<file path="config.mk">
export PLATFORM = sky130hd
export DESIGN_NAME = calc_key_entry
export DESIGN_NICKNAME = d
export VERILOG_FILES = /design/src/rtl/calc_key_entry.sv
export SDC_FILE = /design/constraint.sdc
export NUM_CORES = 1
export LEC_CHECK = 0
export CORE_AREA = 2 2 88 90
export DETAILED_ROUTE_END_ITERATION = 8
export DIE_AREA = 0 0 90 92
export SYNTH_ARGS = -nofsm -noshare
export SYNTH_HDL_FRONTEND = slang
export SYNTH_SLANG_ARGS = --single-unit
</file>
<file path="constraint.sdc">
create_clock -name clk -period 5.3 [get_ports clk]
set_input_delay 1.06 -clock clk [delete_from_list [all_inputs] [get_ports clk]]
set_output_delay 1.06 -clock clk [all_outputs]
set_load 0.1 [all_outputs]
</file>
<file path="src/rtl/calc_key_entry.sv">
// rtl/calc_key_entry.sv - keystroke collector assembling a BCD operation for the calculate block
//
// Accepts one ASCII key per key_valid/key_ready handshake and builds
// operand 1, an operator and operand 2. On '=' the complete operation is
// held stable with req high until req_ack is sampled.
//
// Ports:
//   clk, rst            - rising-edge clock, synchronous active-high reset
//   key_valid, key_code - incoming ASCII key, held until accepted
//   key_ready           - block can accept a key (combinational)
//   reg_num1, cnt1      - operand 1 as packed BCD (ones digit in [3:0]) and digit count
//   sym                 - operator code (8'h61..8'h64), 0 when none
//   reg_num2, cnt2      - operand 2, same packing as operand 1
//   req, req_ack        - operation complete / consumer has taken it
//   ovf                 - sticky: a digit was dropped because the operand was full

module calc_key_entry #(
  parameter int MAX_DIGITS = 3
) (
  input  logic                    clk,
  input  logic                    rst,
  input  logic                    key_valid,
  input  logic [7:0]              key_code,
  output logic                    key_ready,
  output logic [4*MAX_DIGITS-1:0] reg_num1,
  output logic [2:0]              cnt1,
  output logic [7:0]              sym,
  output logic [4*MAX_DIGITS-1:0] reg_num2,
  output logic [2:0]              cnt2,
  output logic                    req,
  input  logic                    req_ack,
  output logic                    ovf
);

  localparam int         W       = 4 * MAX_DIGITS;
  localparam logic [2:0] MAX_CNT = 3'(MAX_DIGITS);

  typedef enum logic [1:0] {
    S_OP1 = 2'd0,
    S_OP2 = 2'd1,
    S_REQ = 2'd2
  } state_t;

  state_t state;

  logic is_digit;
  logic is_op;
  logic is_eq;
  logic is_clr;

  assign is_digit = (key_code >= 8'h30) && (key_code <= 8'h39);
  assign is_op    = (key_code >= 8'h61) && (key_code <= 8'h64);
  assign is_eq    = (key_code == 8'h65);
  assign is_clr   = (key_code == 8'h1B);

  assign key_ready = !rst && (state != S_REQ);
  assign req       = (state == S_REQ);

  // Shift a new BCD digit into the ones position. Building the W+4 bit
  // concatenation and keeping the low W bits works for MAX_DIGITS = 1 too.
  function automatic logic [W-1:0] shift_in(input logic [W-1:0] v, input logic [3:0] d);
    logic [W+3:0] t;
    t = {v, d};
    return t[W-1:0];
  endfunction

  always_ff @(posedge clk) begin
    if (rst) begin
      state    <= S_OP1;
      reg_num1 <= '0;
      reg_num2 <= '0;
      cnt1     <= '0;
      cnt2     <= '0;
      sym      <= '0;
      ovf      <= 1'b0;
    end else begin
      case (state)
        S_OP1: begin
          if (key_valid) begin
            if (is_digit) begin
              if (cnt1 < MAX_CNT) begin
                reg_num1 <= shift_in(reg_num1, key_code[3:0]);
                cnt1     <= cnt1 + 3'd1;
              end else begin
                ovf <= 1'b1;
              end
            end else if (is_op) begin
              // An operator with no operand 1 yet has nothing to apply to.
              if (cnt1 != 3'd0) begin
                sym   <= key_code;
                state <= S_OP2;
              end
            end else if (is_clr) begin
              reg_num1 <= '0;
              reg_num2 <= '0;
              cnt1     <= '0;
              cnt2     <= '0;
              sym      <= '0;
              ovf      <= 1'b0;
            end
          end
        end

        S_OP2: begin
          if (key_valid) begin
            if (is_digit) begin
              if (cnt2 < MAX_CNT) begin
                reg_num2 <= shift_in(reg_num2, key_code[3:0]);
                cnt2     <= cnt2 + 3'd1;
              end else begin
                ovf <= 1'b1;
              end
            end else if (is_op) begin
              // Until operand 2 starts, the most recent operator wins.
              if (cnt2 == 3'd0) begin
                sym <= key_code;
              end
            end else if (is_eq) begin
              if (cnt2 != 3'd0) begin
                state <= S_REQ;
              end
            end else if (is_clr) begin
              state    <= S_OP1;
              reg_num1 <= '0;
              reg_num2 <= '0;
              cnt1     <= '0;
              cnt2     <= '0;
              sym      <= '0;
              ovf      <= 1'b0;
            end
          end
        end

        S_REQ: begin
          if (req_ack) begin
            state    <= S_OP1;
            reg_num1 <= '0;
            reg_num2 <= '0;
            cnt1     <= '0;
            cnt2     <= '0;
            sym      <= '0;
            ovf      <= 1'b0;
          end
        end

        default: begin
          state <= S_OP1;
        end
      endcase
    end
  end

endmodule
</file>
* Yosys cells after proc, flatten, opt, wreduce, memory -nomap -nowiden
Cells that the tools add are included.
** Storage, ports and cells
- Bits of input ports :: 12
- Bits in registers :: 41
- Logic and storage cells :: 134
- Output and inout bits :: 41
** Operators by class
- Muxes and demuxes :: 78
- Order comparisons :: 6
- Eq/ne operators :: 27
- Add/sub/neg operators :: 2
- Reductions and logical operators :: 14
** Operators with widths (number)
- 12-bit 2-to-1 mux :: 19
- 8-bit 2-to-1 mux :: 11
- 12-bit case mux with 3 select lines :: 2
- 3-bit 2-to-1 mux :: 19
- 3-bit inequality test, second input constant :: 12
- 9-bit AND reduction :: 4
- 8-bit case mux with 3 select lines :: 1
- 2-bit 2-to-1 mux :: 11
- 2-bit inequality test, second input constant :: 10
- 3-bit case mux with 3 select lines :: 2
- 1-bit 2-to-1 mux :: 11
- 10-bit AND reduction :: 1
- 3-bit nonzero test :: 3
- 8-bit by 5-bit == test with 1-bit output, second input constant :: 1
- 8-bit by 7-bit == test with 1-bit output, second input constant :: 1
- 8-bit by 6-bit >= comparator with 1-bit output, second input constant :: 1
- 8-bit by 7-bit >= comparator with 1-bit output, second input constant :: 1
- 8-bit by 6-bit less-or-equal comparator with 1-bit output, second input constant :: 1
- 8-bit by 7-bit less-or-equal comparator with 1-bit output, second input constant :: 1
- 3-bit by 1-bit adder with 3-bit output, second input constant :: 2
- 3-bit by 2-bit less-than comparator with 1-bit output, second input constant :: 2
- 2-bit case mux with 3 select lines :: 1
- 1-bit logical AND :: 3
- 3-bit zero test :: 1
- 6 further kinds :: 6

* Depth between registers and ports, before layout
Gate-level depths: netlist (run 1).
- Depth in word-level cells :: 7
- Depth in mapped cells :: 9
- Mapped depth without buffers :: 7

* Worst setup path before layout (run 1)
Ideal clock, no wire load.
- Path kind :: reg-to-output
- From :: reg state[0]
- To :: out key_ready
- Arrival time :: 2.439 ns
- Buffers on the path :: 0
- Path slack :: 1.801 ns
- Stages on the path, launching flop included :: 4
- Data required time :: 4.240 ns
- Cells stage by stage :: dfxtp_1 inv_1 ha_1 nor2_1
** On the way
- Longest elaborated chain between the ends :: 2
** RTL lines
- start, declared :: line 44 : state_t state;
- start signal, assigned :: line 69 : state <= S_OP1;
- start signal, assigned :: line 91 : state <= S_OP2;
- start signal, assigned :: line 120 : state <= S_REQ;
- 2-bit inequality test :: line 56 : assign key_ready = !rst && (state != S_REQ);
- 1-bit logical AND :: line 56
- end, declared :: line 24 : output logic key_ready,
No other way between the ends.

* Final worst setup path (run 1)
- From :: reg state[0]
- To :: out req
** On the way
- Longest elaborated chain between the ends :: 1
** RTL lines
- 2-bit == test :: line 57 : assign req = (state == S_REQ);
- end, declared :: line 30 : output logic req,
No other way between the ends.

==> load_flow_metrics.sql, run 1 <==
INSERT INTO impl_metrics (metric_group, metric, value, unit) VALUES
('outcome', 'status', 'completed', ''),
('worst_setup_path', 'worst-endpoint-required', '4240', 'ps'),
('worst_setup_path', 'slowest_stage', 'clkdlybuf4s50_1', ''),
('route', 'drt_first_iter_violations', '199', ''),
('route', 'route.detailed.wl_per_inst', '15.5', 'um'),
('grt', 'grt_pass1_wl', '9580', 'um'),
('cells_and_area', 'utilization', '38.3', '%'),
('cells_and_area', 'sequential_cell_area', '821', 'um^2'),
('worst_setup_path', 'ff2ff_setup_slack', '2670', 'ps'),
('worst_hold_path', 'hold-path-cell-count', '2', ''),
('power_and_ir_drop', 'worst_vdd_drop', '0.000101', 'V'),
('power_and_ir_drop', 'power.density', '219', 'nW/um^2'),
('die', 'design.die.area', '8280', 'um^2'),
('worst_setup_path', 'cp_max_fo', '5', ''),
('cts', 'h-tree-depth', '2', ''),
('logic_synthesis', 'postSynthNetCount', '248', ''),
('cts', 'ctsLongestPathBuffers', '2', ''),
('placement', 'place.gp.congestion', '0.912', ''),
('flow_run', 'max_cap_viol_count', '0', ''),
('route', 'drtPass1Iterations', '4', ''),
('cells_and_area', 'layout-drive-gt1-share', '11.4', '%'),
('worst_setup_path', 'worstPathCellList', 'inv_1 -> ha_1 -> clkdlybuf4s50_1', ''),
('logic_synthesis', 'synthDistinctLibCells', '54', ''),
('cts', 'cts_tree', 'yes', ''),
('worst_setup_path', 'timing_worst_setup_path_type', 'reg2out', ''),
('cts', 'cts.repair.resized', '0', ''),
('logic_synthesis', 'post_synth_main_area_contributors', 'dfxtp_1 38%, ha_1 4.7%, a22o_1 4.1%', ''),
('logic_synthesis', 'synthesis.yosys.warnings', '0', ''),
('worst_setup_path', 'timing.rr.end', 'reg_num1[1]', ''),
('logic_synthesis', 'synth_largest_area_cell', 'dfxtp_1', ''),
('logic_synthesis', 'synth-async-reset-ratio', '0', '%'),
('cts', 'cts-root-buf', 'clkbuf_8', ''),
('cts', 'clkSinkCount', '41', ''),
('grt', 'grt_max_degree', '25', ''),
('worst_setup_path', 'ff2ff_path_depth', '7', ''),
('grt', 'globalRouteTotalUtil', '14.4', '%'),
('die', 'ioPinCount', '53', ''),
('worst_setup_path', 'worst_setup_path_end_kind', 'primary output', ''),
('cts', 'cts_made_buffers', '5', ''),
('worst_setup_path', 'worst_ep_arrival_time', '2210', 'ps'),
('sta', 'worstMarginPinSlew', '984', 'ps'),
('worst_hold_path', 'hold_class', 'reg2reg', ''),
('worst_hold_path', 'min-delay-start', 'sym[5]', ''),
('cells_and_area', 'layout.nets', '300', ''),
('logic_synthesis', 'yosysMostFrequentCell', 'dfxtp_1', ''),
('sta', 'timing.final.setup_violations', '0', ''),
('logic_synthesis', 'yosys_register_bits', '41', ''),
('cts', 'cts.repair_timing.setup_buffer_count', '0', ''),
('cts', 'post_cts_hold_buffer_count', '0', ''),
('worst_setup_path', 'critPathLaunchType', 'flip-flop', ''),
('logic_synthesis', 'netlist_area', '2140', 'um^2'),
('grt', 'initial_antenna_violation_count', '0', ''),
('cts', 'clk_pin_slew', '90', 'ps'),
('logic_synthesis', 'synthDominantCellAreaShare', '38.3', '%'),
('sta', 'fin_tns_setup', '0', 'ps'),
('sta', 'min_period', '3270', 'ps'),
('logic_synthesis', 'synth_cells', '228', ''),
('route', 'viasPerCell', '5.20', ''),
('cells_and_area', 'area_taken_by_multi_input_logic_gates', '1170', 'um^2'),
('logic_synthesis', 'ys_dominant_reg_cell', 'dfxtp_1', ''),
('die', 'coreArea', '7450', 'um^2'),
('die', 'dieWidth', '90', 'um'),
('die', 'initial_utilization', '28.7', '%'),
('logic_synthesis', 'seq_area_frac_synth', '38.3', '%'),
('sta', 'rsz0062_at_grt', 'no', ''),
('cts', 'clk-insertion-delay-late', '300', 'ps'),
('route', 'dr_total_vias', '1991', ''),
('grt', 'overall_overflow_remaining_after_global_route', '0', ''),
('logic_synthesis', 'netlist_top_cells_count', '41 x dfxtp_1, 21 x inv_1, 19 x nand2_1', ''),
('logic_synthesis', 'mapped_avg_cell_area', '9.39', 'um^2'),
('cells_and_area', 'area_growth_syn_to_layout', '33.1', '%');
[cells by family (layout without fill, tap and decap cells)]
logic type	after synthesis	after routing	synth area share [%]
compound gates	78	78	29.0
fa+ha+maj	8	8	4.68
buf+inv	30	83	6.78
flops	41	41	38.3
simple gates	71	71	21.2
[final cells by class]
type,instances,share of cell area (%)
multi-input combinational,157,41.2
sequential,41,28.8
timing repair buffer,54,18.7
tap,102,4.48
inverter,21,2.77
clock buffer,5,2.41
clock inverter,3,1.62
[registers in the layout (all words and copies together) (netlist names)]
signal    cells
cnt1          3
ovf           1
reg_num1     12
sym           8
state         2
reg_num2     12
cnt2          3
[power breakdown]
group	internal, mW	leakage, nW	switching, mW	total [mW]
clock	0.141	0.0543	0.119	0.260
sequential	0.308	0.330	0.000472	0.309
combinational	0.0201	0.579	0.0355	0.0556
[metrics by stage]
stage	power, mW	instances	hold WS, ps	worst slack (ps)	instance area [um^2]
6_report	0.624	383	469	2030	2850
5_1_grt	0.649	383	492	1920	2850
4_1_cts	0.630	383	474	2020	2850
3_5_place_dp	0.371	375	460	1900	2740
3_3_place_gp	0.371	375	453	1980	2740
2_1_floorplan	0.351	228	497	1800	2140
[metal layers]
metal  share of wire [%]  GRT usage (%)  vias up
li1                    -              -      967
met1                  49           20.1      947
met2                  44           21.5       66
met3                 5.6           3.37       11
met4                 1.8           5.51        0
met5                   0              0        -
[worst max path at each step]
| stage | start | to | slack [ps] | cells after the start |
|---|---|---|---|---|
| floorplan | state[0] | key_ready | 1800 | 3 |
| global placement | key_code[0] | reg_num1[0] | 1980 | 6 |
| detailed placement | key_code[0] | reg_num1[1] | 1900 | 6 |
| CTS | state[0] | req | 2020 | 3 |
| global route | key_code[2] | reg_num1[1] | 1920 | 6 |
| finish | state[0] | req | 2030 | 3 |
[worst max-delay path: cells and delay by family, from the launching register on]
| kind | cells | cell delay [ps] |
|---|---|---|
| buffers and inverters | 2 | 1270 |
| DFF | 1 | 350 |
| adders and majority gates | 1 | 290 |
[cell usage in the layout, fill, tap and decap left out, types with 2 or more instances in the layout]
cell type,synthesis,layout
a211oi_1,3,3
a21boi_0,2,2
a21o_1,2,2
a21oi_1,8,8
a22o_1,10,10
a31oi_1,5,5
a32o_1,3,3
and4bb_2,3,3
buf_4,0,3
clkbuf_8,0,5
clkdlybuf4s50_1,0,51
dfxtp_1,41,41
ha_1,8,8
inv_1,21,21
nand2_1,19,19
nand3_1,9,9
nand4_1,5,5
nor2_1,7,7
nor2b_1,3,3
nor3_1,3,3
nor3b_1,5,5
o211ai_2,2,2
o21a_1,2,2
o21ai_0,7,7
o21ai_1,3,3
o22ai_1,6,6
o32ai_1,10,10
or3_4,4,4
or4_1,3,3
Power figures use the tool's default switching activity.
==> inputs of run 2 (changes only) <==
==> constraint.sdc (replaced) <==
create_clock -name clk -period 2.92 [get_ports clk]
set_input_delay 0.584 -clock clk [delete_from_list [all_inputs] [get_ports clk]]
set_output_delay 0.584 -clock clk [all_outputs]
set_load 0.1 [all_outputs]
==> load_flow_metrics.sql, run 2 (synthesis results as in run 1) <==
INSERT INTO impl_metrics (metric_group, metric, value, unit) VALUES
('cells_and_area', 'utilization', '38.2', '%'),
('cts', 'cts.repair.resized', '0', ''),
('cts', 'h-tree-depth', '2', ''),
('route', 'route.detailed.wl_per_inst', '16.5', 'um'),
('cells_and_area', 'biggestRegsByFlops', 'reg_num1: 12 flops, reg_num2: 12 flops, sym: 8 flops', ''),
('placement', 'placement.cell_area', '2730', 'um^2'),
('worst_setup_path', 'worst_ep_arrival_time', '2760', 'ps'),
('placement', 'count_of_buffers_from_port_buffering', '52', ''),
('flow_run', 'max_cap_viol_count', '0', ''),
('route', 'viasPerCell', '5.24', ''),
('grt', 'grt_max_degree', '18', ''),
('cts', 'clk-insertion-delay-late', '310', 'ps'),
('die', 'dieWidth', '90', 'um'),
('route', 'drtPass1Iterations', '4', ''),
('grt', 'overall_overflow_remaining_after_global_route', '0', ''),
('cells_and_area', 'layout-drive-gt1-share', '28.8', '%'),
('power_and_ir_drop', 'worst_vdd_drop', '0.000142', 'V'),
('worst_setup_path', 'worst-endpoint-required', '3080', 'ps'),
('grt', 'initial_antenna_violation_count', '0', ''),
('route', 'detail_route.drc_violations', '0', ''),
('die', 'rows', '32', ''),
('sta', 'timing.final.setup_violations', '0', ''),
('die', 'design.die.area', '8280', 'um^2'),
('worst_setup_path', 'critPathLaunchType', 'input pin', ''),
('route', 'drt_first_iter_violations', '151', ''),
('sta', 'worstMarginPinSlew', '886', 'ps'),
('route', 'drtAntennaViolNets', '0', ''),
('worst_setup_path', 'timing_worst_setup_path_type', 'in2reg', ''),
('die', 'floorplan.die.height', '92', 'um'),
('cells_and_area', 'fillerInstances', '766', ''),
('cts', 'cts_made_buffers', '5', ''),
('worst_setup_path', 'cp_max_fo', '13', ''),
('cts', 'post_cts_hold_buffer_count', '0', ''),
('route', 'dr_total_vias', '2063', ''),
('sta', 'max-slew-margin-rel', '40.7', '%'),
('sta', 'min_period', '2610', 'ps'),
('cells_and_area', 'area_growth_syn_to_layout', '33.0', '%'),
('placement', 'place_inst', '386', ''),
('cells_and_area', 'finalNonFillerCells', '394', ''),
('power_and_ir_drop', 'leakagePower', '1.11', 'nW'),
('die', 'ioPinCount', '53', ''),
('worst_setup_path', 'worst_setup_path_end_kind', 'flip-flop', ''),
('cts', 'cts_tree', 'yes', ''),
('cells_and_area', 'layout.nets', '311', ''),
('die', 'coreArea', '7450', 'um^2'),
('cells_and_area', 'layout.cells.most_common_list', '53 x buf_4, 41 x dfxtp_1, 21 x inv_1', ''),
('cells_and_area', 'layout_commonest_cell', 'buf_4', ''),
('cells_and_area', 'final_instance_area', '2850', 'um^2'),
('outcome', 'status', 'completed', ''),
('sta', 'final.period_utilization', '89.4', '%'),
('route', 'postRouteWirelength', '6510', 'um'),
('cts', 'cts-root-buf', 'clkbuf_8', ''),
('grt', 'grt_pass1_vias', '2004', ''),
('grt', 'grt_pass1_wl', '10500', 'um'),
('placement', 'place.gp.congestion', '0.914', ''),
('placement', 'hpwlAfterDp', '4940', 'um'),
('sta', 'drv_slew', '0', ''),
('sta', 'hold_violations', '0', ''),
('grt', 'globalRouteTotalUtil', '16.0', '%'),
('sta', 'max_freq', '0.383', 'GHz'),
('cells_and_area', 'antennaDiodeCount', '0', ''),
('die', 'initial_utilization', '28.7', '%'),
('sta', 'fin_tns_setup', '0', 'ps'),
('cts', 'ctsLongestPathBuffers', '2', ''),
('cts', 'clk_pin_slew', '90', 'ps'),
('sta', 'timing.hold.ws', '475', 'ps'),
('sta', 'finClkSkew', '8.78', 'ps'),
('sta', 'rsz0062_at_grt', 'no', ''),
('power_and_ir_drop', 'power.density', '404', 'nW/um^2'),
('cts', 'clkSinkCount', '41', ''),
('worst_hold_path', 'hold_class', 'reg2reg', ''),
('cts', 'cts.repair_timing.setup_buffer_count', '0', '');
## run 2: cell types whose count changed in the layout (fill, tap and decap cells not counted), sizes merged
| cell | previous run | this run |
|---|---|---|
| buf | 3 | 54 |
| clkdlybuf4s50 | 51 | 11 |
## run 2: power by group
| part | internal (mW) | total [mW] | switching (mW) |
|---|---|---|---|
| clock network | 0.256 | 0.479 | 0.223 |
| logic | 0.0428 | 0.111 | 0.0683 |
| registers | 0.560 | 0.560 | 0.000852 |
## run 2: path summary, 6_finish.rpt
| check | start | endpoint | slack (ps) | depth (start not counted) |
|---|---|---|---|---|
| max | key_code[0] | reg_num1[1] | 310 | 6 |
| min | sym[5] | sym[5] | 480 | 2 |
| max reg2reg | state[0] | reg_num1[1] | 430 | 7 |
| min reg2reg | sym[5] | sym[5] | 480 | 2 |
## run 2: stage by stage
stage               power, mW  worst slack [ps]
floorplan               0.637               160
global placement        0.683               128
detailed placement      0.684              36.4
CTS                      1.16               366
global route             1.19               203
finish                   1.15               310
## run 2: area by class of cell
type	instances	area, um^2	area share (%)
tap	102	128	4.48
clock buffer	5	68.8	2.42
clock inverter	3	46.3	1.63
multi-input combinational	157	1180	41.3
timing repair buffer	65	528	18.5
inverter	21	78.8	2.77
sequential	41	821	28.8
## run 2: critical path, cell delays in order
cell and delay (ps):
clkdlybuf4s50_1 570, or3_4 470, o211ai_2 100, o211ai_2 120
nor2_1 710, o32ai_1 200
## run 2: per-layer routing
layer	up-vias	wire, um	global-route usage (%)
met5	-	0	0
met4	0	177	6.67
met3	14	314	3.04
met2	60	2930	25.8
met1	988	3090	21.0
li1	1001	-	-
